### src/rtl/debounce_counter_n.sv
// debounce_counter_n: four debounced buttons driving an up/down counter with a latched LED display; DEBOUNCE_AUTOREPEAT_EN adds hold-to-repeat on inc/dec.
module debounce_counter_n #(
  parameter int WIDTH = 8,
  parameter int DEB_CYCLES = 250000,
  parameter int BTN_ACTIVE_LOW = 1,
  parameter int WRAP = 1,
  parameter int LED_INVERT = 1
`ifdef DEBOUNCE_AUTOREPEAT_EN
  ,
  parameter int REPEAT_DELAY = 12500000,
  parameter int REPEAT_PERIOD = 2500000
`endif
) (
  input  logic             clock,
  input  logic             reset,
  input  logic [3:0]       btn,
  output logic [WIDTH-1:0] count,
  output logic [WIDTH-1:0] led,
  output logic [3:0]       press
);
  localparam int RW = $clog2(DEB_CYCLES + 1);
  localparam logic [RW-1:0] RUN_MAX = RW'(DEB_CYCLES);
  localparam logic [WIDTH-1:0] INV = (LED_INVERT != 0) ? '1 : '0;
  localparam logic [3:0] POL = (BTN_ACTIVE_LOW != 0) ? 4'hF : 4'h0;
  logic [3:0] s1, s2, stable;
  logic [RW-1:0] run [4];
  logic step_inc, step_dec;
  logic [WIDTH-1:0] up, dn;
  // the run counter must sit at RUN_MAX for one more edge before acceptance
  always_ff @(posedge clock) begin
    if (reset) begin
      s1 <= '0;
      s2 <= '0;
      stable <= '0;
      press <= '0;
      for (int i = 0; i < 4; i++) run[i] <= '0;
    end else begin
      s1 <= btn ^ POL;
      s2 <= s1;
      for (int i = 0; i < 4; i++) begin
        press[i] <= 1'b0;
        if (s2[i] == stable[i]) run[i] <= '0;
        else if (run[i] == RUN_MAX) begin
          stable[i] <= s2[i];
          run[i] <= '0;
          press[i] <= s2[i];
        end else run[i] <= run[i] + 1'b1;
      end
    end
  end
`ifdef DEBOUNCE_AUTOREPEAT_EN
  logic arm, alone, rep;
  logic [31:0] t;
  assign alone = stable[0] ^ stable[3];
  assign rep = arm && alone && t == '0;
  always_ff @(posedge clock) begin
    if (reset || press[1] || !alone) begin
      arm <= 1'b0;
      t <= '0;
    end else if (press[0] || press[3]) begin
      arm <= 1'b1;
      t <= 32'(REPEAT_DELAY - 1);
    end else if (arm) t <= (t == '0) ? 32'(REPEAT_PERIOD - 1) : t - 1'b1;
  end
  assign step_inc = press[0] | (rep & stable[0]);
  assign step_dec = press[3] | (rep & stable[3]);
`else
  assign step_inc = press[0];
  assign step_dec = press[3];
`endif
  always_comb begin
    up = (WRAP != 0 || count != '1) ? count + 1'b1 : count;
    dn = (WRAP != 0 || count != '0) ? count - 1'b1 : count;
  end
  // show samples the count before this cycle's clr/inc/dec takes effect
  always_ff @(posedge clock) begin
    if (reset) begin
      count <= '0;
      led <= INV;
    end else begin
      if (press[2]) led <= count ^ INV;
      count <= press[1] ? '0 : (step_inc && !step_dec) ? up : (step_dec && !step_inc) ? dn : count;
    end
  end
endmodule
### config.mk
export PLATFORM = sky130hd
export DESIGN_NAME = debounce_counter_n
export DESIGN_NICKNAME = d
export VERILOG_FILES = /design/src/rtl/debounce_counter_n.sv
export SDC_FILE = /design/constraint.sdc
export NUM_CORES = 1
export LEC_CHECK = 0
export CORE_ASPECT_RATIO = 0.9
export CORE_MARGIN = 2
export CORE_UTILIZATION = 29
export CTS_CLUSTER_SIZE = 16
export DETAILED_ROUTE_END_ITERATION = 12
export DONT_BUFFER_PORTS = 1
export PLACE_DENSITY = 0.53
export SLEW_MARGIN = 5
export SYNTH_ARGS = -nofsm -noshare
export SYNTH_HDL_FRONTEND = slang
export SYNTH_SLANG_ARGS = --single-unit
### constraint.sdc
create_clock -name clock -period 3.09 [get_ports clock]
set_input_delay 0 -clock clock [delete_from_list [all_inputs] [get_ports clock]]
set_output_delay 0 -clock clock [all_outputs]
set_load 0.03 [all_outputs]
# --- Yosys cells after proc, flatten, opt, wreduce, memory -nomap -nowiden ---
# Memories as Yosys holds them, arrays and structs flattened.
# Cells that the tools add are included.
totals:
  output_inout_bits: 20
  ram_bits: 72
  mem_count: 1
  regBits: 32
op_classes:
  add_sub_neg: 6
  reduce_logical: 14
  n_mux: 60
  n_bitwise: 22
  eq_ne: 8
mem_list:
  columns: ["memory", "words", "width", "rd", "rd_ports_with_merged_regs", "write_ports", "line_no", "rtl"]
  rows:
  - ["run", 4, 18, 4, 0, 4, "26", "logic [RW-1:0] run [4];"]
op_table:
  columns: ["cell", "count"]
  rows:
  - ["18-bit 2-to-1 mux", 12]
  - ["18-bit by 1-bit adder with 18-bit output (second input constant)", 4]
  - ["18-bit equality test (second input constant)", 4]
  - ["1-bit 2-to-1 mux", 46]
  - ["8-bit 2-to-1 mux", 2]
  - ["1-bit bitwise OR", 12]
  - ["3-bit OR reduction", 4]
  - ["8-bit by 1-bit adder with 8-bit output (second input constant)", 1]
  - ["1-bit NOT", 8]
  - ["8-bit NOT", 1]
  - ["2-bit AND reduction", 4]
  - ["8-bit by 1-bit subtractor with 8-bit output (second input constant)", 1]
  - ["1-bit equality test", 4]
  - ["4-bit NOT", 1]
  - ["1-bit logical AND", 2]
  - ["1-bit logical NOT", 2]
  - ["2-bit nonzero test", 1]
  - ["2-bit OR reduction", 1]

# --- Logic depth before layout (Yosys ltp) ---
depth:
  ltp_word: 7
  mapped_depth: 9
  ltp_nobuf: 9

# --- Worst setup path before layout ---
# Ideal clock, no wire load.
synth_path:
  path_type: "register to register"
  from: "register press[3]"
  to: "register count[7]"
  path_stages_with_launch: 10
  required_time_ps: 3032
  path_buffers: 0
  synth_period_minus_slack_ps: 2482
  slack_ps: 608
  setup_time_ps: 58
  t_arrival_ps: 2424
  cell_sequence: "dfxtp_1 -> inv_1 -> ha_1 -> inv_1 -> ha_1 -> a21oi_1 -> a211oi_1 -> or4_1 -> a211oi_1 -> a31o_2"
synth_via:
  elab_chain_cells: 3
  word_cells_on_any_way: 5
  cone_classes: "1 x mux; 4 x reduce/logical"
synth_rtl:
  columns: ["element", "line_no", "rtl"]
  rows:
  - ["start: declaration", "19", "output logic [3:0] press"]
  - ["start signal: indexed assignment", "46", "press[i] <= s2[i];"]
  - ["1-bit logical NOT", "82", "count <= press[1] ? '0 : (step_inc && !step_dec) ? up : (step_dec && !step_inc) ? dn : count;"]
  - ["1-bit logical AND", "82", null]
  - ["8-bit 2-to-1 mux / 2-bit nonzero test (equally long branches)", null, null]
  - ["end signal: assignment", "82", null]
  - ["end: declaration", "17", "output logic [WIDTH-1:0] count,"]
# Several ways; a longest one is shown, not always the timed one.
# A chain may end at the register's enable or synchronous reset.

# --- Final worst setup path ---
# Same ends and word-level chain as after synthesis.

==> summary by stage <==
Status
The flow ran to the end, and the final reports show no timing, DRC or antenna violations.

STA
The number of max-slew violations in the final report is 0. The aggregate negative setup slack is 0 ns. The final cycle utilization of the critical path is 80.9%. The worst relative slew slack is 39.2%.

At the pin with the least slew margin, the transition time is 0.903 ns. On the final layout, the worst hold slack is 0.266 ns. The post-layout minimum cycle time is 2.50 ns.

Setup repair after global routing left no endpoint under its margin. The worst clock skew on the final layout is 0.00690 ns. The number of hold violations in the final report is 0. The highest clock rate is 0.400 GHz. Setup violations remaining at the end of the flow were counted as 0.

Worst setup path
The startpoint identified for the worst register-to-register timing path is press[3]. The start point of the critical path is press[3]. The signal on the critical path passes through inv_1 > ha_1 > inv_1 > ha_1 > a21oi_1 > a211oi_1 > or4_1 > a211oi_1 > a31o_2. The kind of start point of the critical path is a register. Of all nets on the critical path, the largest fanout is 8. The kind of end point of the critical path is a register.

STA puts the critical path data required time at 3.38 ns. The worst-path cell with the longest stage delay is sky130_fd_sc_hd__or4_1. The data arrival time of the worst path is 2.79 ns. The number of buffers and inverters on the critical path is 2.

The start-to-end type of the worst setup path is reg -> reg. The family with the most delay on the worst path is compound AO/OA/AOI/OAI gates. In this design, the stage delay of the slowest critical-path cell is 0.51 ns.

Route
The routed layout has 3,628 vias. In the routed design, unresolved DRC markers number 0. The detailed router finished its first iteration with 206 violations. The length of the first detailed-routing pass in iterations is 4.

Dividing the detail-routed wire length by the instance count gives 11.2 um. After detailed routing, the number of vias per cell comes to 4.33. The final routed wirelength across all metal layers is 9.35 mm. In this run the remaining antenna-violating nets after routing total 0.

CTS
The number of clock buffers added by TritonCTS is 9. Clock-pin slew was measured on the worst setup and hold paths at 0.07 ns. The CTS tree is done. In this run the clock root is driven by a sky130_fd_sc_hd__clkbuf_16. The insertion delay of the later-clocked pin in the worst-skew pair is 0.35 ns. The clock net in this run drives a total of 104 sinks. The H-tree depth is 3. The number of buffers between clock root and the deepest sink is 2.

GRT
Global routing used 10.5% of the available tracks. The met2 usage is 16.2%. The global-route met1 utilization is 13.5%. The via count of the first global-routing pass is 3,561. The leftover overflow at the end of global routing is 0. Entering global routing, the biggest net connects 26 pins. The global-route track usage on met3 is 4.01%. In this run the most used layer during global routing was met2. The number of antenna violations at the first check in global routing is 0. The global-route wire length before repair is 16.5 mm.

Synth
The most frequently used flop master after synthesis is sky130_fd_sc_hd__edfxtp_1. The summed instance area of the synthesized netlist is 0.00530 sq mm. Counting flops with a built-in enable in the synthesized netlist gives 72.

For this run, the number of Yosys warnings is 0. The synthesized area per cell is 10.2 sq um. The portion of the post-synthesis area used by sequential elements is 52.9%. The number of flip-flops and latches in the synthesized netlist is 104.

The instance count of the mapped netlist is 518. The number of different library cells used by synthesis comes to 44. The fraction of registers with async set/reset is 0%.

Floorplanning
The die is 146 um wide. The number of placement rows is 46. After floorplanning, the core was sized to cover 0.0177 sq mm.

Once the floorplan was initialized, standard cells occupied 29.9% of the core. The die covers 0.0194 sq mm. Pin placement for this block handled 26 I/O pins. The height of the die is 132 um.

Final layout
Cells with a size suffix above 1 make up 2.84% of the layout. The antenna diode instance count is 0. The fill cell instance count of the final layout is 1,866. Relative to the synthesized area, the layout overhead comes to 15.6%. In the layout the commonest cells are sky130_fd_sc_hd__nor2_1, sky130_fd_sc_hd__edfxtp_1, sky130_fd_sc_hd__conb_1, sky130_fd_sc_hd__xor2_1, sky130_fd_sc_hd__nand2_1.

Leaving out fill and tap cells, the most frequent cell in the layout is sky130_fd_sc_hd__nor2_1. The total number of nets in the final design is 615.

Placed design
During placement, the flow inserted port buffers numbering 0. The estimated wirelength of the detail-placed design is 6.76 mm. At the end of routability-driven placement, the weighted congestion stood at 0.760.

Pwr
The worst vdd rail ir drop is 203 uV. In this run the power density over the cells is 454 mW/mm^2. In this run the static leakage power is 2.19 nW.

Min path
The worst hold path belongs to the class in -> reg. The startpoint identified for the worst hold timing path is btn[1].

Job
Across the run, the number of max-cap violations was 0.
==> routing by layer <==
metal | up-vias | part of all wire, %
li1 | 1883 | -
met1 | 1676 | 50
met2 | 56 | 43
met3 | 13 | 4.6
met4 | 0 | 1.8
met5 | - | 0
==> cells in the mapped netlist, types with 2 or more instances <==
| library cell | n | area (sq um) |
|---|---|---|
| sky130_fd_sc_hd__nor2b_1 | 4 | 25.0 |
| sky130_fd_sc_hd__dfxtp_1 | 32 | 641 |
| sky130_fd_sc_hd__buf_4 | 2 | 15.0 |
| sky130_fd_sc_hd__nor4_1 | 3 | 18.8 |
| sky130_fd_sc_hd__nor4bb_1 | 2 | 20.0 |
| sky130_fd_sc_hd__and2_1 | 2 | 12.5 |
| sky130_fd_sc_hd__ha_1 | 15 | 188 |
| sky130_fd_sc_hd__xor2_1 | 43 | 377 |
| sky130_fd_sc_hd__nand4_1 | 20 | 125 |
| sky130_fd_sc_hd__nor2_1 | 104 | 390 |
| sky130_fd_sc_hd__nand2_1 | 41 | 154 |
| sky130_fd_sc_hd__a21oi_1 | 7 | 35.0 |
| sky130_fd_sc_hd__or3_1 | 4 | 25.0 |
| sky130_fd_sc_hd__buf_2 | 4 | 20.0 |
| sky130_fd_sc_hd__edfxtp_1 | 72 | 2160 |
| sky130_fd_sc_hd__nand2b_1 | 9 | 56.3 |
| sky130_fd_sc_hd__inv_1 | 16 | 60.1 |
| sky130_fd_sc_hd__nand3_1 | 28 | 140 |
| sky130_fd_sc_hd__xnor2_1 | 29 | 254 |
| sky130_fd_sc_hd__clkbuf_1 | 5 | 18.8 |
| sky130_fd_sc_hd__and3_1 | 10 | 62.6 |
| sky130_fd_sc_hd__buf_1 | 2 | 7.51 |
| sky130_fd_sc_hd__a21o_1 | 3 | 22.5 |
| sky130_fd_sc_hd__nor4b_1 | 8 | 70.1 |
| sky130_fd_sc_hd__and4_1 | 7 | 61.3 |
| sky130_fd_sc_hd__nor3_1 | 12 | 60.1 |
| sky130_fd_sc_hd__a211oi_1 | 2 | 15.0 |
| sky130_fd_sc_hd__mux2i_1 | 6 | 60.1 |
| sky130_fd_sc_hd__o21ai_0 | 11 | 55.1 |
==> final cells by class <==
cell class	count	area, sq um	area share [%]
Inverter	16	60.1	0.981
Multi-Input combinational cell	454	2610	42.6
Clock inverter	2	35.0	0.572
Clock buffer	14	244	3.98
Sequential cell	104	2800	45.8
Tap cell	240	300	4.90
Timing Repair Buffer	8	75.1	1.23
==> logic make-up after synthesis <==
logic type               synth area share [%]
other                                  0.0708
XOR/XNOR                                 11.9
adder cells (fa/ha/maj)                  3.92
multiplexers                             1.13
flip-flops                               52.9
AND/OR/NAND/NOR                          24.2
AO/OA/AOI/OAI                            2.98
buffers and inverters                    2.88
==> state kept, by name, summed over array words and instances (netlist names) <==
register,flops
count,8
stable,4
press,4
led,8
s2,4
s1,4
run,72
==> worst register-to-register path, cell delays in order, from the launching register on <==
cell and delay [ns]:
sky130_fd_sc_hd__dfxtp_1 0.33, sky130_fd_sc_hd__inv_1 0.04, sky130_fd_sc_hd__ha_1 0.18, sky130_fd_sc_hd__inv_1 0.21, sky130_fd_sc_hd__ha_1 0.33, sky130_fd_sc_hd__a21oi_1 0.32
sky130_fd_sc_hd__a211oi_1 0.14, sky130_fd_sc_hd__or4_1 0.51, sky130_fd_sc_hd__a211oi_1 0.25, sky130_fd_sc_hd__a31o_2 0.13
==> path summary, 6_finish.rpt <==
path               to  slack (ns)  cells after the start
max reg2reg  count[7]        0.59                      9
min reg2reg     s2[2]        0.45                      1
min             s1[1]        0.27                      2
max          count[7]        0.59                      9
==> report_power, final <==
| part | internal [mW] | total (mW) | switching [mW] |
|---|---|---|---|
| Clock | 0.629 | 1.09 | 0.465 |
| Sequential | 1.53 | 1.58 | 0.0479 |
| Combinational | 0.0440 | 0.102 | 0.0583 |
==> stage by stage <==
step | instances | power (mW) | worst slack (ns) | util, % | area (sq um)
5_1_grt | 838 | 2.90 | 0.397 | 34.5 | 6120
2_1_floorplan | 589 | 1.68 | 0.608 | - | 5560
3_5_place_dp | 816 | 1.70 | 0.631 | 32.6 | 5780
3_3_place_gp | 816 | 1.70 | 0.714 | 32.6 | 5780
4_1_cts | 838 | 2.83 | 0.598 | 34.5 | 6120
6_report | 838 | 2.78 | 0.592 | 34.5 | 6120
==> what timing repair did <==
item,in CTS,in global routing
endpoints found under the hold margin,31,0
hold buffers,6,0
resized for setup,0,0
setup buffers,0,0
Note: power is estimated with default switching activity, not from simulation.
